File: src/rtl/ps2_frame_receiver_fifo_pkg.sv
// Shared types and constants for the PS/2 frame receiver: FSM encoding,
// parity-mode selectors and the parity acceptance rule.
package ps2_frame_receiver_fifo_pkg;

  typedef enum logic [1:0] {
    StIdle   = 2'd0,
    StData   = 2'd1,
    StParity = 2'd2,
    StStop   = 2'd3
  } rx_state_e;

  localparam int unsigned PARITY_NONE = 0;
  localparam int unsigned PARITY_ODD  = 1;
  localparam int unsigned PARITY_EVEN = 2;

  // data_xor is the XOR-reduction of the received data bits.
  function automatic logic parity_ok(input int unsigned mode, input logic data_xor,
                                     input logic par_bit);
    logic ok;
    case (mode)
      PARITY_ODD:  ok = (data_xor ^ par_bit);
      PARITY_EVEN: ok = ~(data_xor ^ par_bit);
      default:     ok = 1'b1;
    endcase
    return ok;
  endfunction

endpackage

File: src/rtl/ps2_frame_receiver_fifo_sync_fifo.sv
// Synchronous show-ahead FIFO; a push into a full FIFO is accepted only when
// a pop happens in the same cycle.
module ps2_frame_receiver_fifo_sync_fifo #(
  parameter int unsigned WIDTH = 8,
  parameter int unsigned DEPTH = 4
) (
  input  logic             i_clk,
  input  logic             i_rst,
  input  logic             i_push,
  input  logic             i_pop,
  input  logic [WIDTH-1:0] i_data,
  output logic [WIDTH-1:0] o_head,
  output logic             o_full,
  output logic             o_empty
);

  localparam int unsigned PtrW = $clog2(DEPTH);
  localparam int unsigned CntW = PtrW + 1;

  logic [WIDTH-1:0] r_mem [DEPTH];
  logic [PtrW-1:0]  r_wr_ptr;
  logic [PtrW-1:0]  r_rd_ptr;
  logic [CntW-1:0]  r_count;
  logic             w_push;
  logic             w_pop;

  assign o_full  = (r_count == CntW'(DEPTH));
  assign o_empty = (r_count == '0);
  assign w_pop   = i_pop & ~o_empty;
  assign w_push  = i_push & (~o_full | w_pop);
  assign o_head  = r_mem[r_rd_ptr];

  always_ff @(posedge i_clk or posedge i_rst) begin
    if (i_rst) begin
      r_wr_ptr <= '0;
      r_rd_ptr <= '0;
      r_count  <= '0;
    end else begin
      if (w_push) r_wr_ptr <= r_wr_ptr + PtrW'(1);
      if (w_pop)  r_rd_ptr <= r_rd_ptr + PtrW'(1);
      case ({w_push, w_pop})
        2'b10:   r_count <= r_count + CntW'(1);
        2'b01:   r_count <= r_count - CntW'(1);
        default: r_count <= r_count;
      endcase
    end
  end

  // Storage needs no reset: the head is only meaningful when not empty.
  always_ff @(posedge i_clk) begin
    if (w_push) r_mem[r_wr_ptr] <= i_data;
  end

endmodule

File: src/rtl/ps2_frame_receiver_fifo.sv
// PS/2-style frame receiver: synchronise and debounce the device clock, shift in
// start/data/parity/stop, check the frame and queue good data in a FIFO.
module ps2_frame_receiver_fifo
  import ps2_frame_receiver_fifo_pkg::*;
#(
  parameter int unsigned DATA_W      = 8,
  parameter int unsigned PARITY_MODE = 1,
  parameter int unsigned SYNC_STAGES = 2,
  parameter int unsigned DEBOUNCE    = 4,
  parameter int unsigned FIFO_DEPTH  = 4,
  parameter int unsigned TIMEOUT_CYC = 100000
) (
  input  logic              i_clk,
  input  logic              i_rst,
  input  logic              i_ser_clk,
  input  logic              i_ser_data,
  input  logic              i_rd_en,
  output logic [DATA_W-1:0] o_rd_data,
  output logic              o_rd_valid,
  output logic              o_fifo_full,
  output logic              o_parity_err,
  output logic              o_frame_err,
  output logic              o_overflow
);

  localparam int unsigned DbW     = $clog2(DEBOUNCE + 1);
  localparam int unsigned ToW     = $clog2(TIMEOUT_CYC + 1);
  localparam int unsigned BitCntW = $clog2(DATA_W + 1);

  logic [SYNC_STAGES-1:0] r_clk_sync;
  logic [SYNC_STAGES-1:0] r_data_sync;
  logic [DbW-1:0]         r_db_cnt;
  logic                   r_clk_filt;
  logic                   r_clk_filt_prev;
  logic                   w_clk_s;
  logic                   w_data_s;
  logic                   w_strobe;

  rx_state_e              r_state;
  rx_state_e              w_state_d;
  logic [DATA_W-1:0]      r_shift;
  logic [DATA_W-1:0]      w_shift_next;
  logic [BitCntW-1:0]     r_bit_cnt;
  logic                   r_par_bit;
  logic [ToW-1:0]         r_to_cnt;
  logic                   w_timeout;
  logic                   w_last_bit;

  logic                   w_shift_en;
  logic                   w_par_cap;
  logic                   w_push_d;
  logic                   w_perr_d;
  logic                   w_ferr_d;
  logic                   r_push;
  logic                   r_perr;
  logic                   r_ferr;

  logic [DATA_W-1:0]      w_head;
  logic                   w_full;
  logic                   w_empty;

  assign w_clk_s  = r_clk_sync[SYNC_STAGES-1];
  assign w_data_s = r_data_sync[SYNC_STAGES-1];
  assign w_strobe = r_clk_filt_prev & ~r_clk_filt;

  // Chains preset to 1 so reset looks like an idle line and cannot fake a strobe.
  always_ff @(posedge i_clk or posedge i_rst) begin
    if (i_rst) begin
      r_clk_sync      <= '1;
      r_data_sync     <= '1;
      r_db_cnt        <= '0;
      r_clk_filt      <= 1'b1;
      r_clk_filt_prev <= 1'b1;
    end else begin
      r_clk_sync      <= {r_clk_sync[SYNC_STAGES-2:0], i_ser_clk};
      r_data_sync     <= {r_data_sync[SYNC_STAGES-2:0], i_ser_data};
      r_clk_filt_prev <= r_clk_filt;
      if (w_clk_s == r_clk_filt) begin
        r_db_cnt <= '0;
      end else if (r_db_cnt == DbW'(DEBOUNCE - 1)) begin
        r_db_cnt   <= '0;
        r_clk_filt <= w_clk_s;
      end else begin
        r_db_cnt <= r_db_cnt + DbW'(1);
      end
    end
  end

  assign w_last_bit = (r_bit_cnt == BitCntW'(DATA_W - 1));
  assign w_timeout  = (r_state != StIdle) && (r_to_cnt == ToW'(TIMEOUT_CYC - 1));

  always_ff @(posedge i_clk or posedge i_rst) begin
    if (i_rst) r_state <= StIdle;
    else       r_state <= w_state_d;
  end

  always_comb begin
    w_state_d = r_state;
    unique case (r_state)
      StIdle:   if (w_strobe && !w_data_s) w_state_d = StData;
      StData:   if (w_strobe && w_last_bit) begin
                  w_state_d = (PARITY_MODE != PARITY_NONE) ? StParity : StStop;
                end
      StParity: if (w_strobe) w_state_d = StStop;
      StStop:   if (w_strobe) w_state_d = StIdle;
      default:  w_state_d = StIdle;
    endcase
    if (!w_strobe && w_timeout) w_state_d = StIdle;
  end

  always_comb begin
    w_shift_en = 1'b0;
    w_par_cap  = 1'b0;
    w_push_d   = 1'b0;
    w_perr_d   = 1'b0;
    w_ferr_d   = 1'b0;
    unique case (r_state)
      StIdle:   ;
      StData:   w_shift_en = w_strobe;
      StParity: w_par_cap  = w_strobe;
      StStop:   if (w_strobe) begin
                  w_ferr_d = ~w_data_s;
                  w_perr_d = ~parity_ok(PARITY_MODE, ^r_shift, r_par_bit);
                  w_push_d = w_data_s & parity_ok(PARITY_MODE, ^r_shift, r_par_bit);
                end
      default:  ;
    endcase
    if (!w_strobe && w_timeout) w_ferr_d = 1'b1;
  end

  always_comb begin
    w_shift_next = r_shift >> 1;
    w_shift_next[DATA_W-1] = w_data_s;
  end

  // r_shift holds the completed frame until the next start bit, so it feeds the push directly.
  always_ff @(posedge i_clk or posedge i_rst) begin
    if (i_rst) begin
      r_shift   <= '0;
      r_bit_cnt <= '0;
      r_par_bit <= 1'b0;
      r_to_cnt  <= '0;
      r_push    <= 1'b0;
      r_perr    <= 1'b0;
      r_ferr    <= 1'b0;
    end else begin
      r_push <= w_push_d;
      r_perr <= w_perr_d;
      r_ferr <= w_ferr_d;
      if (r_state == StIdle) r_bit_cnt <= '0;
      else if (w_shift_en)   r_bit_cnt <= r_bit_cnt + BitCntW'(1);
      if (w_shift_en) r_shift   <= w_shift_next;
      if (w_par_cap)  r_par_bit <= w_data_s;
      if (r_state == StIdle || w_strobe || w_timeout) r_to_cnt <= '0;
      else                                            r_to_cnt <= r_to_cnt + ToW'(1);
    end
  end

  ps2_frame_receiver_fifo_sync_fifo #(
    .WIDTH (DATA_W),
    .DEPTH (FIFO_DEPTH)
  ) u_fifo (
    .i_clk   (i_clk),
    .i_rst   (i_rst),
    .i_push  (r_push),
    .i_pop   (i_rd_en),
    .i_data  (r_shift),
    .o_head  (w_head),
    .o_full  (w_full),
    .o_empty (w_empty)
  );

  assign o_rd_valid   = ~w_empty;
  assign o_rd_data    = w_empty ? '0 : w_head;
  assign o_fifo_full  = w_full;
  assign o_parity_err = r_perr;
  assign o_frame_err  = r_ferr;
  // Full implies non-empty, so a raised i_rd_en always frees a slot.
  assign o_overflow   = r_push & w_full & ~i_rd_en;

endmodule
File: config.mk
export PLATFORM = sky130hd
export DESIGN_NAME = ps2_frame_receiver_fifo
export DESIGN_NICKNAME = d
export VERILOG_FILES = /design/src/rtl/ps2_frame_receiver_fifo_pkg.sv /design/src/rtl/ps2_frame_receiver_fifo_sync_fifo.sv /design/src/rtl/ps2_frame_receiver_fifo.sv
export SDC_FILE = /design/constraint.sdc
export NUM_CORES = 1
export LEC_CHECK = 0
export ABC_AREA = 1
export CAP_MARGIN = 20
export CORE_MARGIN = 10
export CORE_UTILIZATION = 35
export CTS_CLUSTER_SIZE = 25
export DETAILED_ROUTE_END_ITERATION = 7
export GPL_TIMING_DRIVEN = 0
export PLACE_DENSITY = 0.62
export RECOVER_POWER = 25
export SLEW_MARGIN = 20
export SYNTH_ARGS = -nofsm -noshare
export SYNTH_HDL_FRONTEND = slang
export SYNTH_SLANG_ARGS = --single-unit
File: constraint.sdc
create_clock -name i_clk -period 2.55 [get_ports i_clk]
set_input_delay 0.51 -clock i_clk [delete_from_list [all_inputs] [get_ports i_clk]]
set_output_delay 0.51 -clock i_clk [all_outputs]
set_load 0.02 [all_outputs]
==> flow_summary.yaml, run 1 <==
sta:
  relSlewSlack_pct: 37.9
  period_needed_ns: 2.41
  fin_worst_skew_ns: 0.0111
  tightestPinTransition_ns: 0.927
  min_period_over_period_pct: 94.6
  clock.fmax_ghz: 0.415
  setup_viol: 0
  rsz0062_at_grt: "false"
  setup_tns_ns: 0
  maxSlewViolCount: 0
  layout_setup_ws_ns: 0.138
  report.final.hold_viol_count: 0
global_routing:
  antenna_found_initial: 0
  grt_use_total_pct: 9.45
  grt_max_degree: 35
  first_global_vias: 2644
  overflow: 0
  grt_first_pass_wirelength_mm: 12.4
clock_tree:
  cts-htree-levels: 3
  cts_buffers: 9
  clock_latency_ns: 0.35
  root_buffer: "clkbuf_8"
  cts_buffer_depth: 2
  cts.sinks: 83
  clk_pin_slew_ns: 0.09
  cts_tree: "yes"
placement:
  port_buffers: 17
  dpl.hpwl_mm: 4.96
  gp_congestion: 0.826
  dp_cells: 549
  placed_area_sq_um: 4190
  pre_cts_ws_ns: 0.0461
drt:
  wl_per_cell_um: 12.6
  wirelength_mm: 7.11
  drt_iter0_drc: 143
  avgViaCountPerCell: 4.55
  drc: 0
  via_count: 2569
  first_pass_iters: 4
  drtAntennaViolNets: 0
synthesis:
  synth_cells: 391
  ys_types: 34
  syn_avg_cell_area_sq_um: 9.78
  syn_area_sq_um: 3820
  synth_seq_cells: 83
  yosys_warnings: 0
  syn-num-nets: 410
  ys_seq_area_share_pct: 58.7
critical_path:
  worst-path-stages: 3
  path_cells: "nor3_4, inv_1, clkdlybuf4s50_1"
  r2r_cells: 9
  worst-path-buf-inv: 2
  cp_top_family: "buffers and inverters"
  worstSetupPathType: "flip-flop to output port"
  reg2reg_from: "u_fifo.r_count[0]"
  max_stage_delay_ns: 0.55
  cp-startpoint: "u_fifo.r_count[0]"
  path_max_fanout: 10
  crit_path_end_kind: "output port"
  cp_slowest_cell: "clkdlybuf4s50_1"
  worstPathArrival_ns: 1.90
  rrSetupSlack_ns: 0.45
  worstSetupStartpointType: "flip-flop"
  cp-endpoint: "o_rd_valid"
  reg2reg_to: "u_fifo.r_count[2]"
  required_ns: 2.04
final_layout:
  drive_above_1_share_pct: 10.8
  design_area_sq_um: 4360
  fillerInstances: 1091
  nets: 438
  fin_cells: 564
  areaGrowthSynthToFinish_pct: 14.0
  fin_util_pct: 40.6
  diodes: 0
floorplan:
  initial_core_util_pct: 35.6
  die_h_um: 125
  core_sq_um: 10700
  dieArea_sq_um: 15500
  ioPinCount: 18
  rows: 38
  die_w_um: 125
outcome:
  status: "finished clean"
hold_path:
  min_from: "r_data_sync[0]"
  worstHoldPathType: "flip-flop to flip-flop"
pwr:
  ir_drop_v: 0.000447
  leakage_nw: 1.87
  power.density_nw_per_um2: 973
flow_run:
  maxCapViolCount: 0
## layout by cell type (no fill, tap or decap), drive strengths merged
cell type	n
a21oi	17
clkdlybuf4s50	6
xor2	9
dfstp	6
xnor2	9
nor3	7
dlygate4sd2	5
clkbuf	11
nor2	76
mux2	1
o21ai	21
fa	1
a31oi	2
or2	2
nand3	12
clkdlybuf4s15	1
nor3b	3
buf	6
o21a	1
ha	13
dfrtp	45
clkinvlp	2
nand3b	2
dlygate4sd3	3
a22oi	1
o211a	1
clkinv	5
inv	44
nand4	8
edfxtp	32
nand2	72
## cell usage after synthesis
cell | instances | share of area, %
a21oi_1 | 17 | 2.2
a22oi_1 | 1 | 0.20
a31oi_1 | 2 | 0.33
buf_2 | 5 | 0.65
clkbuf_1 | 1 | 0.098
clkinv_1 | 2 | 0.20
dfrtp_1 | 45 | 29
dfstp_2 | 6 | 4.1
edfxtp_1 | 32 | 25
fa_1 | 1 | 0.52
ha_1 | 13 | 4.3
inv_1 | 40 | 3.9
inv_2 | 2 | 0.20
mux2_2 | 1 | 0.29
nand2_1 | 69 | 6.8
nand2_2 | 3 | 0.49
nand3_1 | 11 | 1.4
nand3_2 | 1 | 0.26
nand3b_1 | 2 | 0.39
nand4_1 | 8 | 1.3
nor2_1 | 72 | 7.1
nor2_2 | 2 | 0.33
nor2_4 | 2 | 0.59
nor3_1 | 5 | 0.65
nor3_2 | 1 | 0.26
nor3_4 | 1 | 0.43
nor3b_1 | 2 | 0.39
nor3b_2 | 1 | 0.33
o211a_1 | 1 | 0.26
o21a_1 | 1 | 0.20
o21ai_0 | 21 | 2.7
or2_2 | 2 | 0.33
xnor2_1 | 9 | 2.1
xor2_1 | 9 | 2.1
## worst min path at each step
stage	endpoint	slack [ns]	cells after the start
after detailed placement	r_clk_sync[1]	0.35	0
after global routing	r_clk_sync[1]	0.36	0
after global placement	r_data_sync[1]	0.35	0
after CTS	r_clk_sync[1]	0.36	0
after floorplan	r_clk_sync[1]	0.35	0
final	r_data_sync[1]	0.36	0
## layout make-up
type                    instances  area (sq um)  share of cell area, %
multi-input cells             258          1400                   32.0
clock inverters                 7          51.3                   1.18
clock buffers                   9           124                   2.84
flip-flops and latches         83          2240                   51.5
repair buffers                 18           174                   3.99
well taps                     140           175                   4.02
plain buffers                   5          27.5                  0.632
inverters                      44           166                   3.82
## per-stage QoR
step                      power (W)  hold slack, ns
after floorplan             0.00294           0.345
after global placement      0.00345           0.346
after detailed placement    0.00351           0.347
after CTS                   0.00431           0.359
after global routing        0.00460           0.363
final                       0.00424           0.358
## worst reg2reg max path, stage by stage (launching register included)
cell	delay, ns
dfrtp_1	0.46
nor3_2	0.24
nand2_1	0.11
nand2_2	0.16
ha_1	0.17
inv_1	0.06
fa_1	0.38
a21oi_1	0.14
o21ai_0	0.11
xor2_1	0.15
## metal layers
| metal | up-vias | global-route usage, % | routed length, um |
|---|---|---|---|
| li1 | 1323 | - | - |
| met1 | 1207 | 11.2 | 3320 |
| met2 | 34 | 16.0 | 3490 |
| met3 | 5 | 2.89 | 245 |
| met4 | 0 | 2.95 | 49 |
| met5 | - | 0 | 0 |
## power breakdown
| part | switching (W) | internal (W) | leakage (nW) |
|---|---|---|---|
| Combinational | 0.00100 | 0.000596 | 0.829 |
| Sequential | 0.000187 | 0.00161 | 0.954 |
| Clock | 0.000487 | 0.000358 | 0.0838 |
| Total | 0.00168 | 0.00256 | 1.87 |
## registers in the layout, summed over array words and instances (netlist names)
name,flops
o_frame_err,1
o_parity_err,1
r_bit_cnt,4
r_clk_filt,1
r_clk_filt_prev,1
r_clk_sync,2
r_data_sync,2
r_db_cnt,3
r_par_bit,1
r_push,1
r_shift,8
r_state,2
r_to_cnt,17
u_fifo.r_count,3
u_fifo.r_mem,32
u_fifo.r_rd_ptr,2
u_fifo.r_wr_ptr,2
## cells by family (layout without fill, tap and decap cells)
family,after synthesis,in the layout,share of synthesized area (%)
AOI/OAI and AO/OA,43,43,5.96
xor gates and xnor gates,18,18,4.12
adders and majority gates,14,14,4.78
buffers and inverters,50,83,5.07
DFF,83,83,58.7
muxes,1,1,0.295
and+or+nand+nor,182,182,21.0
## what timing repair did
| action | in CTS | in global routing |
|---|---|---|
| gates resized for setup | 12 | 6 |
| setup buffers | 0 | 0 |
| hold buffers | 0 | 0 |
| endpoints found under the hold margin | 0 | 0 |
| setup endpoints to repair | 9 | 6 |
Power figures use the tool's default switching activity.
==> run 2, diff against run 1 <==
Settings changed: PLACE_DENSITY 0.62 to 0.64.
Clock period 2.55 ns to 2.2 ns, I/O delays scaled along.
==> run 2 against run 1 <==
Total power rose by 19%; critical path depth up 7; clock power up 15%; via count is 2.3% higher; global-route usage rose by 0.077 points; utilization rose by 0.78 points; sequential share of layout area decreased by 0.97 points; largest cell class unchanged; routed wire length down 2.0%; clock skew hardly changed.
==> flow_summary.yaml, run 2 (synthesis gave the netlist of run 1 again) <==
outcome:
  status: "finished clean"
drt:
  avgViaCountPerCell: 4.61
  drtAntennaViolNets: 0
  first_pass_iters: 4
  drc: 0
  via_count: 2627
  drt_iter0_drc: 127
  wl_per_cell_um: 12.2
  wirelength_mm: 6.97
critical_path:
  worstSetupStartpointType: "flip-flop"
  r2r_cells: 10
  reg2reg_from: "u_fifo.r_count[2]"
  reg2reg_to: "u_fifo.r_count[2]"
  worstPathArrival_ns: 2.30
  crit_path_end_kind: "flip-flop"
  path_cells: "inv_1, nor3_4, nand2_2, nand2_4, ha_1, inv_1, fa_1, a21oi_1, o21ai_0, xor2_1"
  max_stage_delay_ns: 0.40
  rrSetupSlack_ns: 0.13
  required_ns: 2.43
  path_max_fanout: 8
  path_common_cell: "inv_1"
  worstSetupPathType: "flip-flop to flip-flop"
  cp_slowest_cell: "dfrtp_1"
final_layout:
  seq_area_sq_um: 2240
  top_regs: "u_fifo.r_mem: 32 flops, r_to_cnt: 17 flops, r_shift: 8 flops"
  top_register: "u_fifo.r_mem"
  fin_util_pct: 41.3
  multiInputGateArea_sq_um: 1410
  drive_above_1_share_pct: 13.7
  largest_register_ffs: 32
  areaGrowthSynthToFinish_pct: 16.2
  layout_commonest_cell: "nor2_1"
  design_area_sq_um: 4440
  fillerInstances: 1057
  diodes: 0
  most-common-layout-cells: "nor2_1, nand2_1, dfrtp_1, inv_1, edfxtp_1"
  nets: 444
hold_path:
  worstHoldEndpoint: "r_clk_sync[1]"
  whs_path_depth: 0
  worstHoldPathType: "flip-flop to flip-flop"
  min_from: "r_clk_sync[0]"
clock_tree:
  cts.sinks: 83
  cts-htree-levels: 3
  cts_buffer_depth: 2
  root_buffer: "clkbuf_8"
  cts_buffers: 9
  cts_tree: "yes"
  clock_latency_ns: 0.36
  clk_pin_slew_ns: 0.09
  cts.hold.buffers_added: 0
floorplan:
  rows: 38
  dieArea_sq_um: 15500
  ioPinCount: 18
  die_h_um: 125
  initial_core_util_pct: 35.6
  die_w_um: 125
  core_sq_um: 10700
sta:
  tightestPinTransition_ns: 0.844
  maxSlewViolCount: 0
  setup_viol: 0
  min_period_over_period_pct: 94.2
  rsz0062_at_grt: "false"
  layout_setup_ws_ns: 0.129
  clock.fmax_ghz: 0.483
  relSlewSlack_pct: 43.5
  report.final.hold_viol_count: 0
  period_needed_ns: 2.07
  fin_worst_skew_ns: 0.0108
placement:
  port_buffers: 17
  gp_congestion: 0.822
  placed_area_sq_um: 4220
  dpl.hpwl_mm: 4.96
  pre_cts_ws_ns: -0.291
pwr:
  power.density_nw_per_um2: 1140
  power_w: 0.00505
  leakage_nw: 1.92
  ir_drop_v: 0.000615
global_routing:
  grt_first_pass_wirelength_mm: 12.4
  grt_use_total_pct: 9.53
  first_global_vias: 2701
  antenna_found_initial: 0
  grt_max_degree: 25
  overflow: 0
flow_run:
  maxCapViolCount: 0
run 2: changes by cell type in the layout (fill, tap and decap cells not counted), sizes merged:
cell,delta
buf,+9
dlygate4sd2,-4
clkdlybuf4s50,-2
clkinv,-2
clkinvlp,+2
clkbuf,+1
clkdlybuf4s15,+1
dlymetal6s2s,+1
run 2: layout make-up:
cell class | count | area share, %
sequential | 83 | 50.5
multi-input combinational | 258 | 31.7
timing repair buffer | 23 | 4.76
tap | 140 | 3.94
inverter | 44 | 3.89
clock buffer | 9 | 2.79
buffer | 6 | 1.21
clock inverter | 7 | 1.15
run 2: metal layers:
layer | part of all wire, % | vias up | track usage (%)
met5 | 0 | - | 0
met4 | 1.6 | 0 | 3.91
met3 | 3.1 | 8 | 2.68
met2 | 51 | 27 | 16.4
met1 | 45 | 1259 | 10.9
li1 | - | 1333 | -
run 2: worst max-delay path by stage:
| stage | start | endpoint | cells past startpoint |
|---|---|---|---|
| after floorplan | u_fifo.r_count[0] | u_fifo.r_count[2] | 9 |
| after global placement | i_rst | r_shift[0] | 2 |
| after detailed placement | u_fifo.r_rd_ptr[0] | o_rd_data[2] | 6 |
| after CTS | u_fifo.r_rd_ptr[0] | o_rd_data[6] | 6 |
| after global routing | u_fifo.r_rd_ptr[1] | o_rd_data[7] | 6 |
| final | u_fifo.r_count[2] | u_fifo.r_count[2] | 10 |
run 2: what timing repair did:
action / in CTS / in global routing
cloned: 0 / 0
buffers inserted: 2 / 2
resized for setup: 37 / 12
pin swaps: 1 / 2
setup endpoints to repair: 10 / 10
run 2: where the power goes:
part | leakage (nW) | switching (W) | internal [W]
clock | 0.0759 | 0.000557 | 0.000413
combinational | 0.887 | 0.00120 | 0.000800
sequential | 0.954 | 0.000223 | 0.00186
run 2: critical path: cells and delay by family, from the launching register on:
kind | cells | cell delay (ns)
adders and majority gates | 2 | 0.52
and+or+nand+nor | 3 | 0.43
DFF | 1 | 0.40
AOI/OAI and AO/OA | 2 | 0.27
buffers and inverters | 2 | 0.17
xor gates and xnor gates | 1 | 0.16
run 2: per-stage QoR:
step | std cells | TNS, ns | hold WS [ns]
floorplan | 391 | 0 | 0.345
global placement | 548 | -23.31 | 0.346
detailed placement | 550 | -3.10 | 0.347
CTS | 568 | 0 | 0.317
global route | 570 | 0 | 0.361
finish | 570 | 0 | 0.358
==> run 3, diff against run 2 <==
Settings changed: SETUP_SLACK_MARGIN set to 0.5.
==> run 3 against run 2 <==
Clock power grew 12%; first-iteration DRC count grew 16%; fmax grew 4.3%; hold slack gained 0.0032 ns; setup slack gained 0.086 ns; die area is the same.
==> flow_summary.yaml, run 3 (synthesis gave the netlist of run 1 again) <==
clock_tree:
  cts_buffer_depth: 2
  cts-htree-levels: 3
  clock_latency_ns: 0.35
  clk_pin_slew_ns: 0.08
  cts_buffers: 9
  root_buffer: "clkbuf_8"
  cts_tree: "yes"
  cts.sinks: 83
  cts.hold.buffers_added: 0
sta:
  period_needed_ns: 1.98
  setup_viol: 0
  report.final.hold_viol_count: 0
  tightestPinTransition_ns: 0.730
  maxSlewViolCount: 0
  min_period_over_period_pct: 90.2
  rsz0062_at_grt: "true"
  clock.fmax_ghz: 0.504
  whs_ns: 0.361
  relSlewSlack_pct: 51.3
  fin_worst_skew_ns: 0.0126
final_layout:
  design_area_sq_um: 4810
  largest_register_ffs: 32
  areaGrowthSynthToFinish_pct: 25.7
  top_regs: "u_fifo.r_mem: 32 flops, r_to_cnt: 17 flops, r_shift: 8 flops"
  drive_above_1_share_pct: 25.4
  top_register: "u_fifo.r_mem"
  fin_cells: 585
  layout_commonest_cell: "nand2_1"
  most-common-layout-cells: "nand2_1, nor2_1, dfrtp_1, inv_1, edfxtp_1"
  nets: 459
  fillerInstances: 1016
  diodes: 0
critical_path:
  reg2reg_from: "u_fifo.r_count[0]"
  path_cells: "buf_8, buf_8, nor2_1, nor2_1, o21ai_1, a21oi_2, buf_6"
  reg2reg_to: "u_fifo.r_count[1]"
  max_stage_delay_ns: 0.36
  cp_slowest_cell: "dfrtp_1"
  worstSetupPathType: "flip-flop to output port"
  worstPathArrival_ns: 1.54
  cp_top_family: "buffers and inverters"
  rrSetupSlack_ns: 0.39
  r2r_cells: 7
  crit_path_end_kind: "output port"
  path_max_fanout: 7
  required_ns: 1.76
  worst-path-buf-inv: 3
  worstSetupStartpointType: "flip-flop"
placement:
  dpl.hpwl_mm: 4.94
  dp_cells: 549
  gp_congestion: 0.814
  placed_area_sq_um: 4220
  port_buffers: 17
hold_path:
  worstHoldEndpoint: "r_clk_sync[1]"
  worstHoldPathType: "flip-flop to flip-flop"
  whs_path_depth: 0
  min_from: "r_clk_sync[0]"
floorplan:
  die_w_um: 125
  die_h_um: 125
  rows: 38
  dieArea_sq_um: 15500
  initial_core_util_pct: 35.6
  core_sq_um: 10700
  ioPinCount: 18
global_routing:
  grt_first_pass_wirelength_mm: 12.9
  first_global_vias: 2769
  grt_max_degree: 35
  overflow: 0
  antenna_found_initial: 0
  grt_use_total_pct: 9.86
drt:
  first_pass_iters: 4
  avgViaCountPerCell: 4.62
  drtAntennaViolNets: 0
  drc: 0
  wirelength_mm: 7.45
  wl_per_cell_um: 12.7
  via_count: 2702
  drt_iter0_drc: 147
outcome:
  status: "finished clean"
pwr:
  power_w: 0.00587
  leakage_nw: 2.05
  power.density_nw_per_um2: 1220
  ir_drop_v: 0.000793
flow_run:
  maxCapViolCount: 0
## run 3: cell types whose count changed in the layout (fill, tap and decap cells not counted), moves of 9 or more
| cell | change |
|---|---|
| buf_4 | +14 |
| o21ai_0 | -16 |
| nor2_1 | -15 |
| o21ai_1 | +14 |
| nor2_2 | +9 |
## run 3: how the worst max path moves through the flow
stage | start | endpoint | slack, ns | cells past startpoint
4_1_cts | u_fifo.r_rd_ptr[0] | o_rd_data[7] | 0.20 | 7
2_1_floorplan | u_fifo.r_count[1] | u_fifo.r_count[2] | 0.23 | 9
6_report | u_fifo.r_rd_ptr[0] | o_rd_data[2] | 0.22 | 7
5_1_grt | u_fifo.r_rd_ptr[0] | o_rd_data[7] | 0.10 | 7
3_5_place_dp | u_fifo.r_rd_ptr[0] | o_rd_data[6] | -0.26 | 6
3_3_place_gp | i_rst | u_fifo.r_count[2] | -0.43 | 2
## run 3: worst register-to-register path, delay by kind of cell, from the launching register on
kind / cells / cell delay, ns
AND/OR/NAND/NOR: 2 / 0.30
AO/OA/AOI/OAI: 1 / 0.15
adder cells (fa/ha/maj): 2 / 0.57
flip-flops: 1 / 0.47
buffers and inverters: 2 / 0.24
## run 3: per-layer routing
layer / track usage [%] / wire, um / vias to the layer above
met2: 17.0 / 3790 / 40
met1: 11.4 / 3330 / 1290
li1: - / - / 1365
met4: 3.08 / 89 / 0
met3: 3.11 / 234 / 7
met5: 0 / 0 / -
## run 3: layout make-up
class | count | area [sq um] | share of cell area (%)
plain buffers | 6 | 68.8 | 1.43
clock buffers | 9 | 124 | 2.58
clock inverters | 7 | 73.8 | 1.54
inverters | 44 | 181 | 3.78
multi-input cells | 258 | 1540 | 32.1
flip-flops and latches | 83 | 2250 | 46.8
well taps | 140 | 175 | 3.64
repair buffers | 38 | 394 | 8.20
## run 3: timing repair
item | 4_1_cts | 5_1_grt
setup endpoints to repair | 66 | 38
pin swaps | 14 | 19
cloned | 2 | 0
resized for setup | 107 | 28
setup buffers | 11 | 7
## run 3: through the flow
stage	TNS (ns)	setup WS, ns	util [%]
2_1_floorplan	0	0.226	-
4_1_cts	0	0.203	43.6
6_report	0	0.215	44.7
3_3_place_gp	-21.29	-0.433	39.1
3_5_place_dp	-2.81	-0.259	39.3
5_1_grt	0	0.103	44.7
## run 3: power by group
| group | internal [W] | leakage [nW] | total [W] | switching, W |
|---|---|---|---|---|
| sequential | 0.00187 | 0.952 | 0.00209 | 0.000217 |
| clock | 0.000532 | 0.0982 | 0.00109 | 0.000557 |
| combinational | 0.00124 | 0.996 | 0.00270 | 0.00145 |
| total | 0.00364 | 2.05 | 0.00587 | 0.00223 |
